$ cat config.mk
export PLATFORM = sky130hd
export DESIGN_NAME = rf_wb_arbiter
export DESIGN_NICKNAME = d
export VERILOG_FILES = /design/src/rtl/rf_pkg.sv /design/src/rtl/rr_pick2.sv /design/src/rtl/rf_wb_arbiter.sv
export SDC_FILE = /design/constraint.sdc
export NUM_CORES = 1
export LEC_CHECK = 0
export ABC_AREA = 0
export BUFFER_PORTS_ARGS = -buffer_cell sky130_fd_sc_hd__buf_4
export CORE_AREA = 5 5 113 115
export CTS_BUF_LIST = sky130_fd_sc_hd__clkbuf_4 sky130_fd_sc_hd__clkbuf_8
export DETAILED_ROUTE_END_ITERATION = 10
export DIE_AREA = 0 0 118 120
export PLACE_DENSITY = 0.86
export SLEW_MARGIN = 10
export SYNTH_ARGS = -nofsm -noshare
export SYNTH_HDL_FRONTEND = slang
export SYNTH_SLANG_ARGS = --single-unit
$ cat constraint.sdc
create_clock -name clk -period 12.1 [get_ports clk]
set_clock_uncertainty 0.15 [all_clocks]
set_input_delay 1.815 -clock clk [delete_from_list [all_inputs] [get_ports clk]]
set_output_delay 1.815 -clock clk [all_outputs]
set_load 0.03 [all_outputs]
$ cat src/rtl/rf_pkg.sv
// Shared register-file writeback definitions: widths, request payload and lane helpers.
package rf_pkg;

   localparam int unsigned NUM_ARCH_REGS = 32;
   localparam int unsigned DATA_WIDTH    = 16;
   localparam int unsigned TAG_WIDTH     = 4;
   localparam int unsigned ADDR_WIDTH    = $clog2(NUM_ARCH_REGS);

   typedef struct packed {
      logic [ADDR_WIDTH-1:0] addr;
      logic [DATA_WIDTH-1:0] data;
      logic [TAG_WIDTH-1:0]  tag;
   } wb_req_t;

   // Number of active lanes in a 2-lane valid vector.
   function automatic logic [1:0] lane_count(input logic [1:0] v);
      return {1'b0, v[0]} + {1'b0, v[1]};
   endfunction

endpackage

$ cat src/rtl/rr_pick2.sv
// Two-grant round-robin picker; lane 1 skips requesters whose destination collides with lane 0.
module rr_pick2 #(
   parameter int unsigned NUM_REQ    = 4,
   parameter int unsigned ADDR_WIDTH = 5,
   parameter int unsigned PTR_W      = 2
) (
   input  logic [NUM_REQ-1:0]            valid_i,
   input  logic [NUM_REQ*ADDR_WIDTH-1:0] addr_i,
   input  logic [PTR_W-1:0]              ptr_i,
   output logic                          lane0_vld_c,
   output logic [PTR_W-1:0]              lane0_idx_c,
   output logic                          lane1_vld_c,
   output logic [PTR_W-1:0]              lane1_idx_c,
   output logic [NUM_REQ-1:0]            grant_c
);

   localparam int unsigned SUM_W = PTR_W + 1;

   logic [ADDR_WIDTH-1:0] addr_a [NUM_REQ];
   logic [SUM_W-1:0]      sum;
   logic [PTR_W-1:0]      idx;
   logic                  conflict;

   for (genvar i = 0; i < NUM_REQ; i++) begin : g_unpack
      assign addr_a[i] = addr_i[i*ADDR_WIDTH +: ADDR_WIDTH];
   end

   // Scan from the pointer; register 0 never blocks, since it is never written.
   always_comb begin
      lane0_vld_c = 1'b0;
      lane0_idx_c = '0;
      lane1_vld_c = 1'b0;
      lane1_idx_c = '0;
      grant_c     = '0;
      sum         = '0;
      idx         = '0;
      conflict    = 1'b0;
      for (int unsigned k = 0; k < NUM_REQ; k++) begin
         sum = {1'b0, ptr_i} + SUM_W'(k);
         if (sum >= SUM_W'(NUM_REQ)) begin
            sum = sum - SUM_W'(NUM_REQ);
         end
         idx = sum[PTR_W-1:0];
         if (valid_i[idx]) begin
            if (!lane0_vld_c) begin
               lane0_vld_c  = 1'b1;
               lane0_idx_c  = idx;
               grant_c[idx] = 1'b1;
            end else if (!lane1_vld_c) begin
               conflict = (addr_a[idx] == addr_a[lane0_idx_c]) && (addr_a[idx] != '0);
               if (!conflict) begin
                  lane1_vld_c  = 1'b1;
                  lane1_idx_c  = idx;
                  grant_c[idx] = 1'b1;
               end
            end
         end
      end
   end

endmodule

$ cat src/rtl/rf_wb_arbiter.sv
// Writeback arbiter: grants up to two results per cycle to the register-file write ports
// and the 2-lane tag broadcast, with round-robin fairness.
module rf_wb_arbiter #(
   parameter int unsigned NUM_REQ    = 4,
   parameter int unsigned DATA_WIDTH = rf_pkg::DATA_WIDTH,
   parameter int unsigned TAG_WIDTH  = rf_pkg::TAG_WIDTH,
   parameter int unsigned ADDR_WIDTH = rf_pkg::ADDR_WIDTH
) (
   input  logic                          clk,
   input  logic                          rst_n,
   input  logic                          hlt,
   input  logic [NUM_REQ-1:0]            req_valid,
   input  logic [NUM_REQ*ADDR_WIDTH-1:0] req_addr,
   input  logic [NUM_REQ*DATA_WIDTH-1:0] req_data,
   input  logic [NUM_REQ*TAG_WIDTH-1:0]  req_tag,
   output logic [NUM_REQ-1:0]            req_ready,
   output logic [1:0]                    wr_en,
   output logic [ADDR_WIDTH-1:0]         wr_addr0,
   output logic [ADDR_WIDTH-1:0]         wr_addr1,
   output logic [DATA_WIDTH-1:0]         wr_data0,
   output logic [DATA_WIDTH-1:0]         wr_data1,
   output logic [1:0]                    cdb_valid,
   output logic [TAG_WIDTH-1:0]          cdb_tag0,
   output logic [TAG_WIDTH-1:0]          cdb_tag1,
   output logic [DATA_WIDTH-1:0]         cdb_data0,
   output logic [DATA_WIDTH-1:0]         cdb_data1,
   output logic [15:0]                   grant_count
);

   import rf_pkg::*;

   localparam int unsigned PTR_W = (NUM_REQ > 1) ? $clog2(NUM_REQ) : 1;
   localparam int unsigned CNT_W = 16;

   logic [ADDR_WIDTH-1:0] addr_a [NUM_REQ];
   logic [DATA_WIDTH-1:0] data_a [NUM_REQ];
   logic [TAG_WIDTH-1:0]  tag_a  [NUM_REQ];

   logic [NUM_REQ-1:0] pick_valid;
   logic               lane0_vld, lane1_vld;
   logic [PTR_W-1:0]   lane0_idx, lane1_idx, last_idx;

   logic [1:0]            wr_en_d, wr_en_q;
   logic [1:0]            cdb_valid_d, cdb_valid_q;
   logic [ADDR_WIDTH-1:0] addr0_d, addr0_q, addr1_d, addr1_q;
   logic [DATA_WIDTH-1:0] data0_d, data0_q, data1_d, data1_q;
   logic [TAG_WIDTH-1:0]  tag0_d, tag0_q, tag1_d, tag1_q;
   logic [PTR_W-1:0]      rr_ptr_d, rr_ptr_q;
   logic [CNT_W-1:0]      grant_count_d, grant_count_q;
   logic [CNT_W:0]        cnt_sum;

   for (genvar i = 0; i < NUM_REQ; i++) begin : g_unpack
      assign addr_a[i] = req_addr[i*ADDR_WIDTH +: ADDR_WIDTH];
      assign data_a[i] = req_data[i*DATA_WIDTH +: DATA_WIDTH];
      assign tag_a[i]  = req_tag[i*TAG_WIDTH +: TAG_WIDTH];
   end

   // Halt hides every requester from the picker, so nothing is granted and the pointer holds.
   assign pick_valid = hlt ? '0 : req_valid;

   rr_pick2 #(
      .NUM_REQ    (NUM_REQ),
      .ADDR_WIDTH (ADDR_WIDTH),
      .PTR_W      (PTR_W)
   ) u_pick (
      .valid_i     (pick_valid),
      .addr_i      (req_addr),
      .ptr_i       (rr_ptr_q),
      .lane0_vld_c (lane0_vld),
      .lane0_idx_c (lane0_idx),
      .lane1_vld_c (lane1_vld),
      .lane1_idx_c (lane1_idx),
      .grant_c     (req_ready)
   );

   assign last_idx = lane1_vld ? lane1_idx : lane0_idx;

   always_comb begin
      wr_en_d       = '0;
      cdb_valid_d   = '0;
      addr0_d       = addr0_q;
      addr1_d       = addr1_q;
      data0_d       = data0_q;
      data1_d       = data1_q;
      tag0_d        = tag0_q;
      tag1_d        = tag1_q;
      rr_ptr_d      = rr_ptr_q;
      grant_count_d = grant_count_q;
      cnt_sum       = '0;

      if (lane0_vld) begin
         cdb_valid_d[0] = 1'b1;
         wr_en_d[0]     = (addr_a[lane0_idx] != '0);
         addr0_d        = addr_a[lane0_idx];
         data0_d        = data_a[lane0_idx];
         tag0_d         = tag_a[lane0_idx];
      end
      if (lane1_vld) begin
         cdb_valid_d[1] = 1'b1;
         wr_en_d[1]     = (addr_a[lane1_idx] != '0);
         addr1_d        = addr_a[lane1_idx];
         data1_d        = data_a[lane1_idx];
         tag1_d         = tag_a[lane1_idx];
      end

      // Resume scanning just past the youngest grant, wrapping at NUM_REQ.
      if (lane0_vld) begin
         rr_ptr_d = (last_idx == PTR_W'(NUM_REQ - 1)) ? '0 : last_idx + PTR_W'(1);
      end

      cnt_sum = {1'b0, grant_count_q} + (CNT_W+1)'(lane_count({lane1_vld, lane0_vld}));
      grant_count_d = cnt_sum[CNT_W] ? '1 : cnt_sum[CNT_W-1:0];
   end

   always_ff @(posedge clk or negedge rst_n) begin
      if (!rst_n) begin
         wr_en_q       <= '0;
         cdb_valid_q   <= '0;
         addr0_q       <= '0;
         addr1_q       <= '0;
         data0_q       <= '0;
         data1_q       <= '0;
         tag0_q        <= '0;
         tag1_q        <= '0;
         rr_ptr_q      <= '0;
         grant_count_q <= '0;
      end else begin
         wr_en_q       <= wr_en_d;
         cdb_valid_q   <= cdb_valid_d;
         addr0_q       <= addr0_d;
         addr1_q       <= addr1_d;
         data0_q       <= data0_d;
         data1_q       <= data1_d;
         tag0_q        <= tag0_d;
         tag1_q        <= tag1_d;
         rr_ptr_q      <= rr_ptr_d;
         grant_count_q <= grant_count_d;
      end
   end

   assign wr_en       = wr_en_q;
   assign wr_addr0    = addr0_q;
   assign wr_addr1    = addr1_q;
   assign wr_data0    = data0_q;
   assign wr_data1    = data1_q;
   assign cdb_valid   = cdb_valid_q;
   assign cdb_tag0    = tag0_q;
   assign cdb_tag1    = tag1_q;
   assign cdb_data0   = data0_q;
   assign cdb_data1   = data1_q;
   assign grant_count = grant_count_q;

endmodule
==> results of run 1 <==
flip-flops by register name (all words and copies together) (netlist names):
name,cells
cdb_tag0,4
cdb_data1,16
grant_count,16
cdb_data0,16
wr_en,2
wr_addr1,5
wr_addr0,5
cdb_tag1,4
rr_ptr_q,2
cdb_valid,2
cell type report:
type,instances,area [sq um],share of cell area [%]
tap,147,184,2.23
clock buffer,9,124,1.51
multi-input combinational,632,4300,52.2
inverter,13,48.8,0.593
timing repair buffer,223,1670,20.3
sequential,72,1800,21.9
clock inverter,7,103,1.25
critical path, cell delays in order:
cell     delay (ns)
buf_4          0.13
mux2i_1        0.31
nor3_1         0.13
nor2_1         0.21
inv_1          0.19
ha_1           0.35
mux2i_2        0.54
mux2i_1        0.15
buf_4          0.22
mux4_2         0.44
nor3_1         0.20
a21oi_1        0.07
or4_4          0.55
a21oi_1        0.21
nor2_1         0.13
nand2_1        0.10
nand2_1        0.06
buf_4          0.18
power breakdown:
group | leakage [uW] | total (uW) | switching, uW | internal, uW
Sequential | 0.000889 | 462 | 99.1 | 362
Combinational | 0.00318 | 2170 | 1330 | 836
Clock | 0.000110 | 216 | 98.0 | 118
Yosys cell counts (all sizes together), types with 13 or more instances:
cell	n	share of area, %
nand3	36	2.7
o21ai	83	6.3
mux2i	77	12
inv	13	0.74
nand2	207	12
mux4	19	6.5
and3	15	1.4
mux2	29	5.0
clkbuf	33	1.9
nor2	25	1.4
buf	51	5.9
a211oi	16	1.8
dfrtp	72	27
cell families after synthesis:
kind of cell	after synthesis
and+or+nand+nor	329
AOI/OAI and AO/OA	152
muxes	125
buffers and inverters	97
DFF	72
xor gates and xnor gates	18
adders and majority gates	8
metal layers:
layer	wire length, um	vias to the layer above
met5	0	-
met4	785	0
met3	2080	70
met2	10400	370
met1	7630	3158
li1	-	3111
worst max path at each step:
stage	startpoint	end	slack [ns]
2_1_floorplan	hlt	grant_count[10]	4.64
3_3_place_gp	req_valid[3]	grant_count[8]	4.21
3_5_place_dp	req_valid[3]	grant_count[10]	4.03
4_1_cts	req_valid[3]	req_ready[2]	4.25
5_1_grt	req_valid[1]	grant_count[10]	3.92
6_report	req_valid[1]	req_ready[2]	4.15
metrics by stage:
stage | total power, uW | std cells | setup slack, ns | util, % | instance area (sq um)
finish | 2840 | 1103 | 4.15 | 70.3 | 8230
global route | 3050 | 1103 | 3.92 | 70.3 | 8230
CTS | 2840 | 1103 | 4.25 | 70.3 | 8230
detailed placement | 2620 | 1087 | 4.03 | 68.3 | 8000
global placement | 2570 | 1087 | 4.21 | 68.3 | 8000
floorplan | 2060 | 801 | 4.64 | - | 6590
==> impl_metrics.tcl, run 1 <==
set metrics [dict create \
    slew_viol_final 0 \
    ir_drop_mv 0.260 \
    status "completed" \
    die_w_um 118 \
    clk_pin_slew_ns 0.08 \
    root_buffer "clkbuf_8" \
    min_to "cdb_tag0[1]" \
    hold_path_startpoint "cdb_tag0[1]" \
    yosysUniqueCellTypes 66 \
    yosysWarningCount 0 \
    fp.coreArea_sq_um 11700 \
    synth_top_family_by_area "multiplexers" \
    drt-total-wl_um 20900 \
    synth_nets 916 \
    cts_tree "done" \
    finalNetCount 1066 \
    cp_max_fo 11 \
    synthMuxAreaShare_pct 23.2 \
    grt-busiest-layer "met2" \
    fmax_mhz 126 \
    drt_pass1_iterations 6 \
    cts_made_buffers 9 \
    dr_total_vias 6709 \
    synth_edf_count 0 \
    n_antenna_cell 0 \
    clk_latency_ns 0.36 \
    ys.flop_type "dfrtp_1" \
    p_leak_uw 0.00418 \
    reg2reg_to "grant_count[10]" \
    place_congestion 0.948 \
    cp.required_ns 10.14 \
    synthSimpleGateAreaFrac_pct 21.8 \
    cts_resized 0 \
    ys_ff_latch 72 \
    hold_viol_final 0 \
    syn2layout_area_growth_pct 24.9 \
    nFillCells 925 \
    fp.dieH_um 120 \
    timing.hold.ws_ns 0.345 \
    postCtsHoldBufs 0 \
    port_buffers 212 \
    synth-async-reset-ratio_pct 100 \
    cts_max_level 3 \
    finalCritPeriodShare_pct 65.7 \
    synth-xor-area-share_pct 2.39 \
    ff2ff_path_depth 22 \
    clk_path_buf_depth 2 \
    detail_route.wl_per_cell_um 19.0 \
    die-area_sq_um 14200 \
    rows 40 \
    rrSetupSlack_ns 4.48 \
    final_common_cell "buf_4" \
    grt-ovfl-total 0 \
    rr_startpoint "rr_ptr_q[0]" \
    drt_iter0_markers 701 \
    rsz0062_at_grt "no" \
    period_minus_slack_ns 7.95 \
    place_hpwl_um 15200 \
    start_kind "input port" \
    ios 213 \
    grt_use_met2_pct 49.3 \
    synth_cells 801 \
    grt_pass1_wl_um 33500 \
    avgSynthCellArea_sq_um 8.23 \
    synthAdderAreaFrac_pct 1.63 \
    groute.layer.met3.usage_pct 6.88 \
    setup_viol 0 \
    layout-drive-gt1-share_pct 31.7 \
    synth-seq-area-share_pct 27.3 \
    viasPerCell 6.08 \
    hold_depth 2 \
    grt_pass1_vias 6625 \
    initial_core_util_pct 56.3 \
    hold_path_class "flip-flop to flip-flop" \
    p_per_area_nw_per_um2 346 \
    grt_use_met1_pct 34.1 \
    post_cts_buffers 0 \
    antenna_found_initial 0 \
    arrival_ns 5.98 \
    mostFrequentLayoutCells "buf_4 (223), nand2_1 (207), mux2i_1 (76)" \
    drc 0 \
    drtAntennaViolNets 0 \
    clock_sinks 72 \
    syn_area_sq_um 6590 \
    synth_compound_area_share_pct 15.1 \
    critical_path_class "input port to output pin" \
    track_usage_pct 28.6 \
    end_kind "output pin" \
    timing.slew.headroom_pct 21.7 \
    tightest_slew_ns 1.17 \
    grt_max_degree 73 \
    fin_tns_setup_ns 0 \
    cap_violations 0 \
]
Power figures use the tool's default switching activity.
==> run 2, diff against run 1 <==
- CORE_AREA: 5 5 113 115 -> 5 5 124 126
- DIE_AREA: 0 0 118 120 -> 0 0 129 131
- PLACE_DENSITY: 0.86 -> 0.76
- clock period: 12.1 -> 6.51 ns (I/O delays scaled with it)
==> run 2 against run 1 <==
Sequential cell count is the same. Critical path depth grew 4. Largest cell class unchanged. Setup slack lost 3.6 ns. Combinational power grew 88%. Count of clock-buffer cells in the layout is the same. Largest power group unchanged. Design area grew 1.7%. Non-clock buffer count grew 9.
==> impl_metrics.tcl, run 2 (synthesis gave the netlist of run 1 again) <==
set metrics [dict create \
    status "completed" \
    cp_top_family "simple AND/OR/NAND/NOR gates" \
    drc 0 \
    p_switching_uw 2850 \
    clk_path_buf_depth 2 \
    cts_tree "done" \
    die_w_um 129 \
    post_cts_buffers 0 \
    port_buffers 212 \
    viasPerCell 5.78 \
    final_cells 1149 \
    swShare_pct 53.1 \
    final_common_cell "buf_4" \
    timing.slew.headroom_pct 22.6 \
    hold_path_class "flip-flop to flip-flop" \
    cts_resized 0 \
    drtAntennaViolNets 0 \
    cp.required_ns 6.58 \
    max_stage_delay_ns 0.55 \
    grt-ovfl-total 0 \
    detail_route.wl_per_cell_um 18.8 \
    fp.coreArea_sq_um 14200 \
    track_usage_pct 25.1 \
    drt_pass1_iterations 5 \
    hold_viol_final 0 \
    cpMostUsedCell "inv_1" \
    rsz0062_at_grt "no" \
    cpMaxStageDelayCell "mux4_2" \
    drt_iter0_markers 595 \
    path_buf_inv 4 \
    p_int_uw 2520 \
    nFillCells 1279 \
    grt_max_degree 73 \
    p_comb_share_pct 75.8 \
    cts_max_level 3 \
    syn2layout_area_growth_pct 27.1 \
    drt-total-wl_um 21600 \
    rows 44 \
    tightest_slew_ns 1.16 \
    setup_viol 0 \
    period_minus_slack_ns 5.98 \
    cp_max_fo 34 \
    arrival_ns 6.05 \
    clk_latency_ns 0.36 \
    grt_pass1_wl_um 33800 \
    slew_viol_final 0 \
    critical_path_class "flip-flop to flip-flop" \
    p_leak_uw 0.00424 \
    clock_sinks 72 \
    clkPwrFrac_pct 8.3 \
    cp_cell_sequence "buf_6, mux2i_1, nor2_1, nor2_1, inv_1, ha_1, inv_1, mux2i_2, mux2i_1, mux4_2, nor3_1, a21oi_1, or4_4, and2_4, a21boi_4, inv_1, fa_1, ha_1, and3_1, nand2_1, or3_1, o21ai_0" \
    postCtsHoldBufs 0 \
    fp.dieH_um 131 \
    initial_core_util_pct 46.4 \
    finalCritPeriodShare_pct 91.9 \
    ir_drop_mv 0.441 \
    fmax_mhz 167 \
    place_hpwl_um 16100 \
    finalInstanceArea_sq_um 8370 \
    start_kind "flip-flop" \
    design_power_total_uw 5370 \
    mostFrequentLayoutCells "buf_4 (231), nand2_1 (207), mux2i_1 (76)" \
    ios 213 \
    end_kind "flip-flop" \
    placed_area_sq_um 8120 \
    grt_pass1_vias 6495 \
    placedCellCount 1133 \
    clk_pin_slew_ns 0.09 \
    cts_made_buffers 9 \
    finalNetCount 1075 \
    antenna_found_initial 0 \
    cap_violations 0 \
    root_buffer "clkbuf_8" \
    layout-drive-gt1-share_pct 32.3 \
    p_per_area_nw_per_um2 642 \
    place_congestion 0.936 \
    n_antenna_cell 0 \
    seqPwrFrac_pct 15.9 \
    dr_total_vias 6642 \
    fin_tns_setup_ns 0 \
    die-area_sq_um 16900 \
]
==> run 2: changes by cell type in the layout (fill, tap and decap cells not counted) <==
cell        change
inv_6           -1
inv_8           +1
buf_4           +8
clkinvlp_4      -1
buf_6           +1
bufinv_16       +1
==> run 2: through the flow <==
step | worst slack (ns) | util [%] | hold WS, ns
finish | 0.526 | 59.0 | 0.333
global route | 0.0819 | 59.0 | 0.347
CTS | 0.424 | 58.9 | 0.341
detailed placement | 0.224 | 57.2 | 0.322
global placement | 0.373 | 57.2 | 0.313
floorplan | 0.134 | - | 0.500
==> run 2: routing by layer <==
| layer | global-route usage (%) | part of all wire (%) | up-vias |
|---|---|---|---|
| li1 | - | - | 3132 |
| met1 | 30.1 | 39 | 3180 |
| met2 | 42.5 | 49 | 294 |
| met3 | 8.25 | 9.6 | 36 |
| met4 | 8.21 | 2.4 | 0 |
| met5 | 0 | 0 | - |
==> run 2: power groups by stage <==
stage          Sequential (uW)  Clock (uW)  Combinational, uW
2_1_floorplan             1190           0               2650
3_3_place_gp               857           0               4000
3_5_place_dp               856           0               4080
4_1_cts                    855         456               4080
5_1_grt                    884         471               4420
6_report                   855         447               4070
==> run 2: area by class of cell <==
type	instances	area (sq um)	area share (%)
clock buffer	9	124	1.48
sequential	72	1800	21.5
multi-input combinational	632	4300	51.3
timing repair buffer	232	1750	20.8
clock inverter	7	128	1.52
inverter	13	48.8	0.583
tap	184	230	2.75
==> run 2: final timing paths <==
check                      slack [ns]  cells past startpoint         from               to
setup / recovery                 0.53                     22  rr_ptr_q[0]  grant_count[10]
hold / removal                   0.33                      2  cdb_tag0[2]      cdb_tag0[2]
setup reg to reg                 0.53                     22  rr_ptr_q[0]  grant_count[10]
hold reg to reg                  0.33                      2  cdb_tag0[2]      cdb_tag0[2]
max in group asynchronous        5.00                      1        rst_n      wr_addr1[4]
min in group asynchronous        0.59                      1        rst_n     cdb_data1[9]
==> run 2: worst min-delay path: cells and delay by family, from the launching register on <==
| kind | cells | cell delay [ns] |
|---|---|---|
| and+or+nand+nor | 1 | 0.05 |
| DFF | 1 | 0.34 |
| AOI/OAI and AO/OA | 1 | 0.06 |
==> run 3, diff against run 2 <==
==> constraint.sdc (replaced) <==
create_clock -name clk -period 6.51 [get_ports clk]
set_clock_uncertainty 0.15 [all_clocks]
set_input_delay 0 -clock clk [delete_from_list [all_inputs] [get_ports clk]]
set_output_delay 0 -clock clk [all_outputs]
set_load 0.03 [all_outputs]
==> run 3 against run 2 <==
First-iteration DRC count increased by 18%. Routed wire length grew 14%. Global-route usage up 3.6 points. Register-to-register slack got worse by 0.19 ns. Worst hold slack got worse by 0.31 ns. Critical path depth is 3 lower. Count of clock-buffer cells in the layout is 1 higher. Critical endpoint is now cdb_data1[10]. Largest power group unchanged.
==> impl_metrics.tcl, run 3 (synthesis gave the netlist of run 1 again) <==
set metrics [dict create \
    critical_path_class "flip-flop to flip-flop" \
    layout-drive-gt1-share_pct 29.3 \
    finalNetCount 1195 \
    end_kind "flip-flop" \
    multi_input_area_sq_um 4310 \
    p_leak_uw 0.00470 \
    period_minus_slack_ns 6.18 \
    viasPerCell 5.95 \
    port_buffers 212 \
    clk_pin_slew_ns 0.08 \
    start_kind "flip-flop" \
    slew_viol_final 0 \
    timing.slew.headroom_pct 37.3 \
    place_congestion 0.889 \
    detail_route.wl_per_cell_um 19.3 \
    tightest_slew_ns 0.941 \
    design_power_total_uw 6060 \
    place_hpwl_um 15400 \
    pre_cts_slack_ns 0.250 \
    hold_path_startpoint "req_addr[13]" \
    timing.hold.ws_ns 0.0257 \
    initial_core_util_pct 46.4 \
    fp.dieH_um 131 \
    fp.coreArea_sq_um 14200 \
    drtAntennaViolNets 0 \
    grt_max_degree 73 \
    final_common_cell "buf_4" \
    clock_sinks 72 \
    path_buf_inv 6 \
    arrival_ns 6.31 \
    status "completed" \
    clk_path_buf_depth 2 \
    fmax_mhz 162 \
    cp_max_fo 15 \
    max_stage_delay_ns 0.59 \
    cp_cell_sequence "inv_1, ha_1, buf_4, or2_1, a2bb2oi_4, mux2i_2, buf_4, mux2i_1, buf_4, mux4_2, nor3_1, a21oi_1, or4_4, and2_4, a41oi_4, buf_4, mux2_2, dlygate4sd3_1, o21ai_1" \
    drc 0 \
    p_per_area_nw_per_um2 634 \
    cpMaxStageDelayCell "dlygate4sd3_1" \
    die-area_sq_um 16900 \
    track_usage_pct 28.7 \
    cp_top_family "buffers and inverters" \
    placedCellCount 1130 \
    root_buffer "clkbuf_8" \
    fin_tns_setup_ns 0 \
    setup_ws_ns 0.333 \
    finalCritPeriodShare_pct 94.9 \
    mostFrequentLayoutCells "buf_4 (231), nand2_1 (207), dlygate4sd3_1 (119)" \
    syn2layout_area_growth_pct 45.3 \
    cts_made_buffers 9 \
    layout.area.seq_sq_um 1800 \
    rsz0062_at_grt "no" \
    ios 213 \
    dr_total_vias 7551 \
    grt-ovfl-total 0 \
    antenna_found_initial 0 \
    final_cells 1269 \
    hold_viol_final 0 \
    startpoint "rr_ptr_q[0]" \
    die_w_um 129 \
    cts_max_level 3 \
    ir_drop_mv 0.424 \
    clk_latency_ns 0.36 \
    cp.required_ns 6.64 \
    rows 44 \
    grt_pass1_vias 7635 \
    grt_pass1_wl_um 38800 \
    n_antenna_cell 0 \
    rr_startpoint "rr_ptr_q[0]" \
    setup_viol 0 \
    cts_tree "done" \
    drt_pass1_iterations 7 \
    cpMostUsedCell "buf_4" \
    hold_path_class "input port to flip-flop" \
    drt-total-wl_um 24500 \
    nFillCells 1038 \
    cap_violations 0 \
    drt_iter0_markers 701 \
]
## run 3: per-layer routing
layer,global-route usage (%),share of wire (%),up-vias,wire [um]
met5,0,0,-,0
met4,14.9,4.5,0,1100
met3,6.38,9.8,111,2400
met2,48.4,49,498,12100
met1,34.3,37,3575,8970
li1,-,-,3367,-
## run 3: tightest hold or removal path: cells and delay by family
family / cells / cell delay (ns)
mux: 2 / 0.28
buf+inv: 1 / 0.16
compound gates: 1 / 0.05
## run 3: final timing paths
path	end	slack, ns	cells after the start
hold / removal	wr_addr1[3]	0.03	4
max in group asynchronous	rr_ptr_q[0]	5.37	2
setup / recovery	cdb_data1[10]	0.33	19
hold reg to reg	cdb_tag0[3]	0.34	2
setup reg to reg	cdb_data1[10]	0.33	19
min in group asynchronous	cdb_data1[13]	0.17	2
## run 3: final cells by class
type | count | share of cell area, %
Multi-Input combinational cell | 632 | 45.1
Timing Repair Buffer | 352 | 30.8
Sequential cell | 72 | 18.8
Tap cell | 184 | 2.41
Clock buffer | 10 | 1.37
Clock inverter | 6 | 0.967
Inverter | 13 | 0.510
## run 3: per-stage QoR
step	utilization [%]	instance area, sq um
6_report	67.4	9570
5_1_grt	67.4	9570
4_1_cts	67.0	9510
3_5_place_dp	57.0	8100
3_3_place_gp	57.0	8100
2_1_floorplan	-	6590
## run 3: repair_timing
action	CTS	global route
endpoints found under the setup margin	0	34
hold buffers	119	0
endpoints found under the hold margin	116	0
buffers inserted	0	4
resized for setup	0	9
## run 3: power by group
part,leakage [uW],switching (uW),internal (uW)
Clock,0.000107,183,222
Combinational,0.00371,2690,2110
Sequential,0.000888,189,674
